`config.mk`:
```
export PLATFORM = sky130hd
export DESIGN_NAME = uart_rx_core
export DESIGN_NICKNAME = d
export VERILOG_FILES = /design/src/rtl/uart_rx_core.sv
export SDC_FILE = /design/constraint.sdc
export NUM_CORES = 1
export LEC_CHECK = 0
export CAP_MARGIN = 20
export CORE_MARGIN = 3
export CORE_UTILIZATION = 40
export DETAILED_ROUTE_END_ITERATION = 16
export PLACE_DENSITY_LB_ADDON = 0.05
export RECOVER_POWER = 100
export SYNTH_ARGS = -nofsm -noshare
export SYNTH_HDL_FRONTEND = slang
export SYNTH_SLANG_ARGS = --single-unit
```
`constraint.sdc`:
```
create_clock -name clk -period 2.4 [get_ports clk]
set_clock_uncertainty 0.05 [all_clocks]
set_input_delay 0.48 -clock clk [delete_from_list [all_inputs] [get_ports clk]]
set_output_delay 0.48 -clock clk [all_outputs]
set_load 0.05 [all_outputs]
```
`src/rtl/uart_rx_core.sv`:
```
// rtl/uart_rx_core.sv - 16x-oversampled UART receiver with valid/ready output handshake.
// Optional 2-of-3 majority bit sampling when UART_RX_MAJORITY_EN is defined.
module uart_rx_core #(
    parameter int DIV_WIDTH  = 16,
    parameter int OVERSAMPLE = 16
) (
    input  logic                 clk,
    input  logic                 rst_n,
    input  logic                 rxd,
    input  logic                 enable,
    input  logic [DIV_WIDTH-1:0] baud_div,
    input  logic                 data9,
    input  logic                 parity_en,
    input  logic                 parity_odd,
    input  logic                 rx_ready,
    output logic [8:0]           rx_data,
    output logic [2:0]           rx_error,
    output logic                 rx_valid,
    output logic                 rx_done,
    output logic                 rx_busy
);

    localparam int OS_W = $clog2(OVERSAMPLE);
    localparam logic [OS_W-1:0] MID_CNT  = OS_W'(OVERSAMPLE / 2 - 1);
    localparam logic [OS_W-1:0] LAST_CNT = OS_W'(OVERSAMPLE - 1);

    localparam logic [2:0] IDLE      = 3'd0;
    localparam logic [2:0] START     = 3'd1;
    localparam logic [2:0] DATA      = 3'd2;
    localparam logic [2:0] PARITY    = 3'd3;
    localparam logic [2:0] STOP      = 3'd4;
    localparam logic [2:0] WAIT_HIGH = 3'd5;

    logic                 rxd_meta, rxd_s, rxd_prev;
    logic [DIV_WIDTH-1:0] div_cnt;
    logic                 tick;
    logic [2:0]           state;
    logic [OS_W-1:0]      samp_cnt;
    logic [3:0]           bit_cnt;
    logic [8:0]           shreg;
    logic                 par_acc, par_err, frame_err;
    logic                 load_pend;
    logic                 samp_bit;
    logic                 start_edge;
    logic                 bit_tick;
    logic [3:0]           last_bit;

    assign rx_busy    = (state != IDLE);
    assign start_edge = rxd_prev & ~rxd_s;
    assign bit_tick   = tick && (samp_cnt == LAST_CNT);
    assign last_bit   = data9 ? 4'd8 : 4'd7;
    assign tick       = (baud_div <= DIV_WIDTH'(1)) || (div_cnt == baud_div - DIV_WIDTH'(1));

    always_ff @(posedge clk or negedge rst_n) begin
        if (!rst_n) begin
            rxd_meta <= 1'b1;
            rxd_s    <= 1'b1;
            rxd_prev <= 1'b1;
        end else begin
            rxd_meta <= rxd;
            rxd_s    <= rxd_meta;
            rxd_prev <= rxd_s;
        end
    end

    // Held at zero in IDLE so the first tick lands a fixed distance after the start edge.
    always_ff @(posedge clk or negedge rst_n) begin
        if (!rst_n) begin
            div_cnt <= '0;
        end else if (!enable || state == IDLE || tick) begin
            div_cnt <= '0;
        end else begin
            div_cnt <= div_cnt + DIV_WIDTH'(1);
        end
    end

`ifdef UART_RX_MAJORITY_EN
    logic [1:0] hist;

    always_ff @(posedge clk or negedge rst_n) begin
        if (!rst_n) begin
            hist <= 2'b11;
        end else if (tick && state != IDLE) begin
            hist <= {hist[0], rxd_s};
        end
    end

    assign samp_bit = (hist[1] & hist[0]) | (hist[1] & rxd_s) | (hist[0] & rxd_s);
`else
    assign samp_bit = rxd_s;
`endif

    always_ff @(posedge clk or negedge rst_n) begin
        if (!rst_n) begin
            state     <= IDLE;
            samp_cnt  <= '0;
            bit_cnt   <= '0;
            shreg     <= '0;
            par_acc   <= 1'b0;
            par_err   <= 1'b0;
            frame_err <= 1'b0;
            load_pend <= 1'b0;
        end else begin
            load_pend <= 1'b0;
            if (!enable) begin
                state    <= IDLE;
                samp_cnt <= '0;
                bit_cnt  <= '0;
            end else begin
                case (state)
                    IDLE: begin
                        if (start_edge) begin
                            state    <= START;
                            samp_cnt <= '0;
                        end
                    end
                    START: begin
                        if (tick) begin
                            if (samp_cnt == MID_CNT) begin
                                samp_cnt <= '0;
                                bit_cnt  <= '0;
                                par_acc  <= 1'b0;
                                par_err  <= 1'b0;
                                state    <= samp_bit ? IDLE : DATA;
                            end else begin
                                samp_cnt <= samp_cnt + OS_W'(1);
                            end
                        end
                    end
                    DATA: begin
                        if (tick) samp_cnt <= samp_cnt + OS_W'(1);
                        if (bit_tick) begin
                            shreg   <= {samp_bit, shreg[8:1]};
                            par_acc <= par_acc ^ samp_bit;
                            if (bit_cnt == last_bit) begin
                                bit_cnt <= '0;
                                state   <= parity_en ? PARITY : STOP;
                            end else begin
                                bit_cnt <= bit_cnt + 4'd1;
                            end
                        end
                    end
                    PARITY: begin
                        if (tick) samp_cnt <= samp_cnt + OS_W'(1);
                        if (bit_tick) begin
                            par_err <= (par_acc ^ samp_bit) != parity_odd;
                            state   <= STOP;
                        end
                    end
                    STOP: begin
                        if (tick) samp_cnt <= samp_cnt + OS_W'(1);
                        if (bit_tick) begin
                            frame_err <= ~samp_bit;
                            load_pend <= 1'b1;
                            state     <= samp_bit ? IDLE : WAIT_HIGH;
                        end
                    end
                    WAIT_HIGH: begin
                        if (rxd_s) state <= IDLE;
                    end
                    default: state <= IDLE;
                endcase
            end
        end
    end

    // In 8-bit mode the word sits in shreg[8:1] after eight right shifts.
    always_ff @(posedge clk or negedge rst_n) begin
        if (!rst_n) begin
            rx_data  <= '0;
            rx_error <= '0;
            rx_valid <= 1'b0;
            rx_done  <= 1'b0;
        end else begin
            rx_done <= load_pend;
            if (load_pend) begin
                rx_data  <= data9 ? shreg : {1'b0, shreg[8:1]};
                rx_error <= {rx_valid & ~rx_ready, frame_err, par_err};
                rx_valid <= 1'b1;
            end else if (rx_valid && rx_ready) begin
                rx_valid    <= 1'b0;
                rx_error[2] <= 1'b0;
            end
        end
    end

endmodule
```
After elaboration in Yosys (flattened, before gate mapping):

Cells that the tools add are included.
Widths: inputs -> output; s select.

* register bits: 57
* latch bits: 0
* bits in writable memories: 0
* memory bits (read-only): 0
* logic and storage cells: 111
* memories: 0

* add/sub/neg operators: 4
* multipliers: 0
* div/mod/pow operators: 0
* $lt $le $gt $ge: 1
* equality and inequality tests: 25
* shift operators: 0
* mux-type cells: 40
* bitwise logic cells: 5
* reduce and logical (&&, ||, !) cells: 19

Operators by type and width (number)
* $mux 4: 11
* $mux 3: 11
* $ne 3x3->1 const B: 8
* $pmux 3 s6: 1
* $add 16x1->16 const B: 1
* $eq 16x16->1: 1
* $le 16x1->1 const B: 1
* $mux 16: 1
* $sub 16x1->16 const B: 1
* $pmux 4 s3: 1
* $mux 1: 10
* $reduce_and 5->1: 2
* $mux 9: 1
* $add 4x1->4 const B: 2
* $ne 2x2->1 const B: 4
* $pmux 4 s2: 1
* $reduce_and 4->1: 2
* $reduce_and 8->1: 1
* $eq 3x2->1 const B: 2
* $eq 3x3->1 const B: 2
* $reduce_and 3->1: 2
* $reduce_bool 2->1: 3
* $eq 4x3->1 const B: 1
* $eq 4x4->1: 1
* 17 further kinds: 23

Longest topological paths before layout:

Gate-level depths: netlist of run 1.

* word-level depth: 7
* gate-level depth with buffers: 12
* gate-level depth less buffers: 11

Worst setup path before layout of run 1:

OpenSTA, ideal clock, no wires.

* path type: in2reg
* start: input port baud_div[1]
* end: register par_err
* setup time: 125 ps
* arrival time: 2783 ps
* data required time: 2225 ps
* setup slack: -558 ps
* stages: 11
* path buffers: 0
* path through: inv_1 > ha_1 > nor3b_2 > a41oi_1 > or4b_1 > o211ai_2 > nand2_1 > o21ai_4 > and2_1 > nand4_1 > mux2_4

* word-level cells in the longest chain between the ends: 6

RTL lines
* start: declaration: line 11 `input logic [DIV_WIDTH-1:0] baud_div,`
* $sub 16x1->16: line 52 `assign tick = (baud_div <= DIV_WIDTH'(1)) || (div_cnt == baud_div - DIV_WIDTH'(1));`
* $eq 16x16->1: line 52
* $logic_or 1x1->1 *: line 52
* $logic_and 1x1->1: line 50 `assign bit_tick = tick && (samp_cnt == LAST_CNT);`
* $ne 2x2->1 (no source line)
* $reduce_and 5->1 (no source line) *
* end signal: assignment: line 146 `par_err <= (par_acc ^ samp_bit) != parity_odd;`
* end: declaration: line 41 `logic par_acc, par_err, frame_err;`

Mark *: on every way between the ends. The rest lies on a longest branch, timed or not.
A chain may end at the register's enable or synchronous reset.

Worst setup path in the final report of run 1:

* start: input port baud_div[14]
* end: register par_err

The elaborated chain is that of the path after synthesis.

==> results.txt, run 1 <==
FP Rows: 33
Slew HR: 0.0285
fraction of layout instances using a drive strength above 1: 0.322
cell count after synthesis: 370
first-pass GRT wire length: 14.7 mm
met2 wire len: 4.29 mm
Max Clk Rate: 380 MHz
unrepaired setup endpoints after global routing: true
GRT Total Usage: 0.184
hold crit path type: reg -> reg
Seq pwr share: 0.384
Power Density: 538 nW/um^2
Sw Share: 0.291
Die Wd: 99.8 um
syn_area_per_cell: 9.51 sq um
Clock Power Share: 0.394
Slew @ Worst Pin: 1.46 ns
die area: 9960 sq um
CTS Hold Bufs: 0
met3 wire len: 263 um
dpl hpwl: 6.34 mm
Max VDD drop: 0.000317 V
flops & latches, synth: 57
initial antenna violation count: 0
vias in the first global route: 3,132
fin nets: 502
Slew Limit Fails: 0
pin count of the biggest net entering global routing: 58
Yosys warning total: 0
P_int: 1.88 mW
Req. time, crit path: 2.57 ns
total CTS buffers: 9
Routed WL per cell: 15.0 um
post-route met1 wirelength: 4.05 mm
Post-DRT Antenna Nets: 0
Net Switching: 0.770 mW
Top Ports: 39
Net Count, Synth: 399
Setup crit start kind: input port
core area: 8380 sq um
final core occ: 0.587
Top Layer Used: met4
vias per cell: 5.27
Non-Filler Instances: 583
# DRC: 0
H-tree Lvls: 3
Leak: 2.17 nW
setup TNS: -5.87 ns
Max Cap Viol: 0
cells on worst reg2reg path: 9
initial drt markers: 116
worst skew pair latency: 0.33 ns
Die Ht: 99.8 um
Synth Cell Area: 3520 sq um
Worst Path Arrival: 2.80 ns
TritonCTS clock tree: done
gr ovfl total: 0
CTS clk-pin slew, worst paths: 0.07 ns
final critical-path required period: 2.63 ns
Placed Instances: 557
hold violation count in the final report: 0
Longest Clk Path Bufs: 2
fin crit share: 1.10
EDFF count, synth: 0
diode count: 0
Primary FF master, synth: dfrtp_1
violated checks: negative setup slack
Root Driver: clkbuf_8
routability cong.: 0.869
setup violators final: 39
part of the power in combinational logic: 0.222
total wire length: 8.74 mm
Syn-to-layout area delta: 39.9%
synth unique cells: 64
post-synthesis sequential area ratio: 0.406
Max FO, Critical Path: 5
TritonCTS sink count: 57
share of flip-flops with an asynchronous set or reset: 1.00
Worst Setup End Kind: flip-flop
outcome: finished with violations
WHS Path Cells: 0
starting density of the core: 0.420
Setup Crit Path Kind: in -> reg
vias: 3,073
Pre-Repair DR Iteration Count: 5
port bufs: 38
fin worst setup slack: -0.235 ns
final timing paths:
check | start | end | slack (ns)
worst max-delay path | baud_div[14] | par_err | -0.23
worst min-delay path | rxd_meta | rxd_s | 0.32
worst max register to register | div_cnt[11] | par_err | -0.14
worst min register to register | rxd_meta | rxd_s | 0.32
max in group asynchronous | rst_n | frame_err | 0.89
min in group asynchronous | rst_n | samp_cnt[0] | 0.53
synth_stat cells, types with 2 or more instances:
library cell | instances | share of area
dfrtp_1 | 54 | 0.38
nor2_1 | 45 | 0.048
nand2_1 | 23 | 0.025
nand3_1 | 23 | 0.033
xnor2_1 | 20 | 0.050
a21oi_1 | 19 | 0.027
inv_1 | 18 | 0.019
xor2_1 | 13 | 0.032
mux2i_1 | 10 | 0.028
nor3_1 | 10 | 0.014
clkbuf_1 | 9 | 0.0096
mux2_4 | 9 | 0.038
nand4_1 | 9 | 0.016
o21ai_0 | 9 | 0.013
nand2b_1 | 8 | 0.014
and3_1 | 7 | 0.012
buf_2 | 5 | 0.0071
ha_1 | 5 | 0.018
mux2_2 | 5 | 0.016
nor4_1 | 5 | 0.0089
or3_1 | 5 | 0.0089
o211ai_1 | 4 | 0.0085
and2_1 | 3 | 0.0053
dfstp_2 | 3 | 0.022
a211o_1 | 2 | 0.0050
a21oi_2 | 2 | 0.0050
and4b_1 | 2 | 0.0057
nand3b_1 | 2 | 0.0043
nor2b_1 | 2 | 0.0036
nor3b_1 | 2 | 0.0043
nor3b_2 | 2 | 0.0071
nor4_2 | 2 | 0.0071
o31ai_1 | 2 | 0.0043
state kept, by name, summed over array words and instances, names as in the netlist, 3 cells and up:
| name | flops |
|---|---|
| samp_cnt | 4 |
| div_cnt | 16 |
| rx_data | 9 |
| shreg | 9 |
| bit_cnt | 4 |
| state | 3 |
| rx_error | 3 |
power by group through the flow:
stage          combinational, mW  sequential (mW)  clock (mW)
6_report                   0.588             1.02        1.05
2_1_floorplan              0.333             1.02           0
4_1_cts                    0.575             1.02        1.07
3_3_place_gp               0.524             1.03           0
5_1_grt                    0.640             1.02        1.12
3_5_place_dp               0.531             1.03           0
cells in the final DEF, fill, tap and decap left out, types with 3 or more instances in the layout:
cell / instances
dfrtp_1: 54
or3_1: 3
nor4_1: 4
and3_1: 7
ha_1: 4
dlygate4sd2_1: 5
nand2b_1: 7
mux2_4: 9
dlygate4sd3_1: 16
xnor2_1: 17
clkbuf_8: 11
nor3_1: 7
nand3_1: 22
buf_6: 5
clkdlybuf4s50_1: 6
nor3_2: 3
nand4_1: 9
nand2_1: 21
nor2_1: 44
a21oi_1: 17
inv_1: 16
xor2_1: 13
buf_4: 63
mux2_2: 5
mux2i_1: 10
xnor2_2: 3
buf_2: 6
o211ai_1: 4
o21ai_0: 6
logic make-up after synthesis:
| logic type | Yosys count | synth area share |
|---|---|---|
| DFF | 57 | 0.406 |
| and+or+nand+nor | 159 | 0.245 |
| adders and majority gates | 5 | 0.0178 |
| AOI/OAI and AO/OA | 58 | 0.125 |
| muxes | 24 | 0.0828 |
| buffers and inverters | 34 | 0.0412 |
| xor gates and xnor gates | 33 | 0.0821 |
layout make-up:
cell class | count | area (sq um)
fillers | 755 | 3460
multi-input cells | 279 | 2160
flip-flops and latches | 57 | 1430
repair buffers | 108 | 898
clock buffers | 12 | 155
well taps | 105 | 131
inverters | 18 | 75.1
clock inverters | 4 | 73.8
through the flow:
step / hold WS (ns) / area, sq um / worst slack, ns / power (mW)
6_report: 0.315 / 4920 / -0.235 / 2.65
5_1_grt: 0.325 / 4920 / -0.324 / 2.78
4_1_cts: 0.104 / 4870 / -0.211 / 2.67
3_5_place_dp: 0.299 / 4480 / -1.03 / 1.56
3_3_place_gp: 0.296 / 4480 / -0.969 / 1.56
2_1_floorplan: 0.134 / 3610 / -0.396 / 1.36
critical path, stage by stage:
cell and delay [ns]:
clkdlybuf4s50_1 0.45, buf_4 0.16, xnor2_1 0.19, or4b_4 0.51, o211ai_4 0.10, nand2_2 0.10
o21ai_4 0.22, and2_4 0.18, nand4_1 0.11, mux2_4 0.31
routing by layer:
| metal | track usage | up-vias |
|---|---|---|
| li1 | - | 1534 |
| met1 | 0.237 | 1463 |
| met2 | 0.311 | 58 |
| met3 | 0.0368 | 18 |
| met4 | 0.0536 | 0 |
| met5 | 0 | - |
repair_timing:
| item | 4_1_cts | 5_1_grt |
|---|---|---|
| gates resized for setup | 69 | 11 |
| buffers inserted | 7 | 2 |
| pin swaps | 23 | 10 |
| setup endpoints to repair | 40 | 40 |
| gates cloned | 1 | 0 |
Power figures use the tool's default switching activity.
==> inputs of run 2 (changes only) <==
- CORE_MARGIN: 3 -> not set
- RECOVER_POWER: 100 -> not set
==> run 2 against run 1 <==
Net effect:
- the run still ends with negative setup slack left
- utilization fell by 0.075 points
- sequential power is essentially flat
- final cell count is 0.17% higher
- critical path type unchanged
- largest power group is now registers
==> results.txt, run 2 (same netlist as run 1, synthesis figures left out) <==
gr ovfl total: 0
fin crit share: 1.09
fin worst setup slack: -0.224 ns
fin nets: 503
hold crit path type: reg -> reg
Global Route met2 Usage: 0.335
Req. time, crit path: 2.58 ns
Post-DRT Antenna Nets: 0
Setup Crit Path Kind: in -> reg
dpl hpwl: 6.44 mm
Place WS: -1.07 ns
Leak: 2.20 nW
setup violators final: 39
met3 usage: 0.0355
Root Driver: clkbuf_8
WHS: 0.310 ns
Longest Clk Path Bufs: 2
commonest non-fill, non-tap cell in the layout: buf_4
Max Clk Rate: 381 MHz
CTS clk-pin slew, worst paths: 0.07 ns
vias per cell: 5.23
FP Rows: 33
Net Switching: 0.769 mW
outcome: finished with violations
Area after DPL: 4470 sq um
Die Wd: 95.8 um
Max Cap Viol: 0
Slew Limit Fails: 0
Slew HR: 0.524
final critical-path required period: 2.62 ns
initial drt markers: 77
TritonCTS sink count: 57
setup TNS: -3.62 ns
total power: 2.40 mW
Clock Power Share: 0.341
vias: 3,057
Die Ht: 95.8 um
core area: 8380 sq um
met1 Usage GRT: 0.267
initial antenna violation count: 0
Top Registers: div_cnt x16, rx_data x9, shreg x9
Top Ports: 39
vias in the first global route: 2,994
unrepaired setup endpoints after global routing: true
Setup crit start kind: input port
pin count of the biggest net entering global routing: 33
first-pass GRT wire length: 14.2 mm
Sw Share: 0.320
routability cong.: 0.880
Top Usage Layer GRT: met2
Slew @ Worst Pin: 0.714 ns
diode count: 0
Power Density: 489 nW/um^2
final core occ: 0.587
hold violation count in the final report: 0
# DRC: 0
Routed WL per cell: 14.7 um
die area: 9180 sq um
Worst Path Arrival: 2.80 ns
part of the power in combinational logic: 0.241
Syn-to-layout area delta: 39.7%
Seq pwr share: 0.419
Non-Filler Instances: 584
Top reg by flops: div_cnt
H-tree Lvls: 3
GRT Total Usage: 0.205
Max FO, Critical Path: 6
max reg flops: 16
starting density of the core: 0.420
worst skew pair latency: 0.34 ns
Pre-Repair DR Iteration Count: 4
port bufs: 38
fraction of layout instances using a drive strength above 1: 0.330
total CTS buffers: 9
TritonCTS clock tree: done
Max VDD drop: 0.000227 V
post-route cell area: 4920 sq um
most frequent cells in the layout: buf_4, dfrtp_1, nor2_1
Placed Instances: 555
total wire length: 8.61 mm
Worst Setup End Kind: flip-flop
violated checks: negative setup slack
P_int: 1.63 mW
## run 2: cell types whose count changed in the layout (fill, tap and decap cells not counted), moves of 3 or more
cell             previous run  this run
buf_6                       5         8
clkinvlp_4                  0         3
clkdlybuf4s50_1             6        22
dlygate4sd3_1              16         1
## run 2: layout make-up
type                            instances  area [sq um]
Timing Repair Buffer                  109           957
Tap cell                              105           131
Inverter                               18          75.1
Multi-Input combinational cell        279          2140
Fill cell                             730          3460
Sequential cell                        57          1430
Clock inverter                          6          41.3
Clock buffer                           10           138
## run 2: what timing repair did
| action | in CTS | in global routing |
|---|---|---|
| pin swaps | 23 | 18 |
| endpoints found under the setup margin | 40 | 40 |
| hold buffers | 1 | 0 |
| hold endpoints to repair | 10 | 0 |
| setup buffers | 7 | 5 |
| resized for setup | 65 | 19 |
## run 2: worst paths after layout
kind,start,endpoint,slack [ns],cells after the start
setup reg to reg,div_cnt[11],par_err,-0.16,9
hold reg to reg,rxd_meta,rxd_s,0.31,0
setup / recovery,baud_div[1],par_err,-0.22,12
hold / removal,rxd_meta,rxd_s,0.31,0
max in group asynchronous,rst_n,rxd_prev,1.17,3
min in group asynchronous,rst_n,div_cnt[3],0.54,2
## run 2: worst max-delay path, stage by stage
cell and delay (ns):
buf_8 0.11, inv_6 0.05, ha_4 0.12, nor3b_4 0.34, a41oi_2 0.16, or4b_1 0.51
o211ai_2 0.09, nand2_2 0.10, o21ai_4 0.22, and2_4 0.19, nand4_1 0.10, mux2_4 0.31
## run 2: routing by layer
layer	wire [um]	part of all wire
met1	4020	0.47
met2	4190	0.49
met3	238	0.028
met4	154	0.018
met5	0	0
## run 2: power groups by stage
stage / sequential [mW] / clock [mW] / combinational, mW
finish: 1.01 / 0.819 / 0.578
global route: 1.01 / 0.892 / 0.636
CTS: 1.01 / 0.850 / 0.563
detailed placement: 1.03 / 0 / 0.538
global placement: 1.02 / 0 / 0.533
floorplan: 1.02 / 0 / 0.333
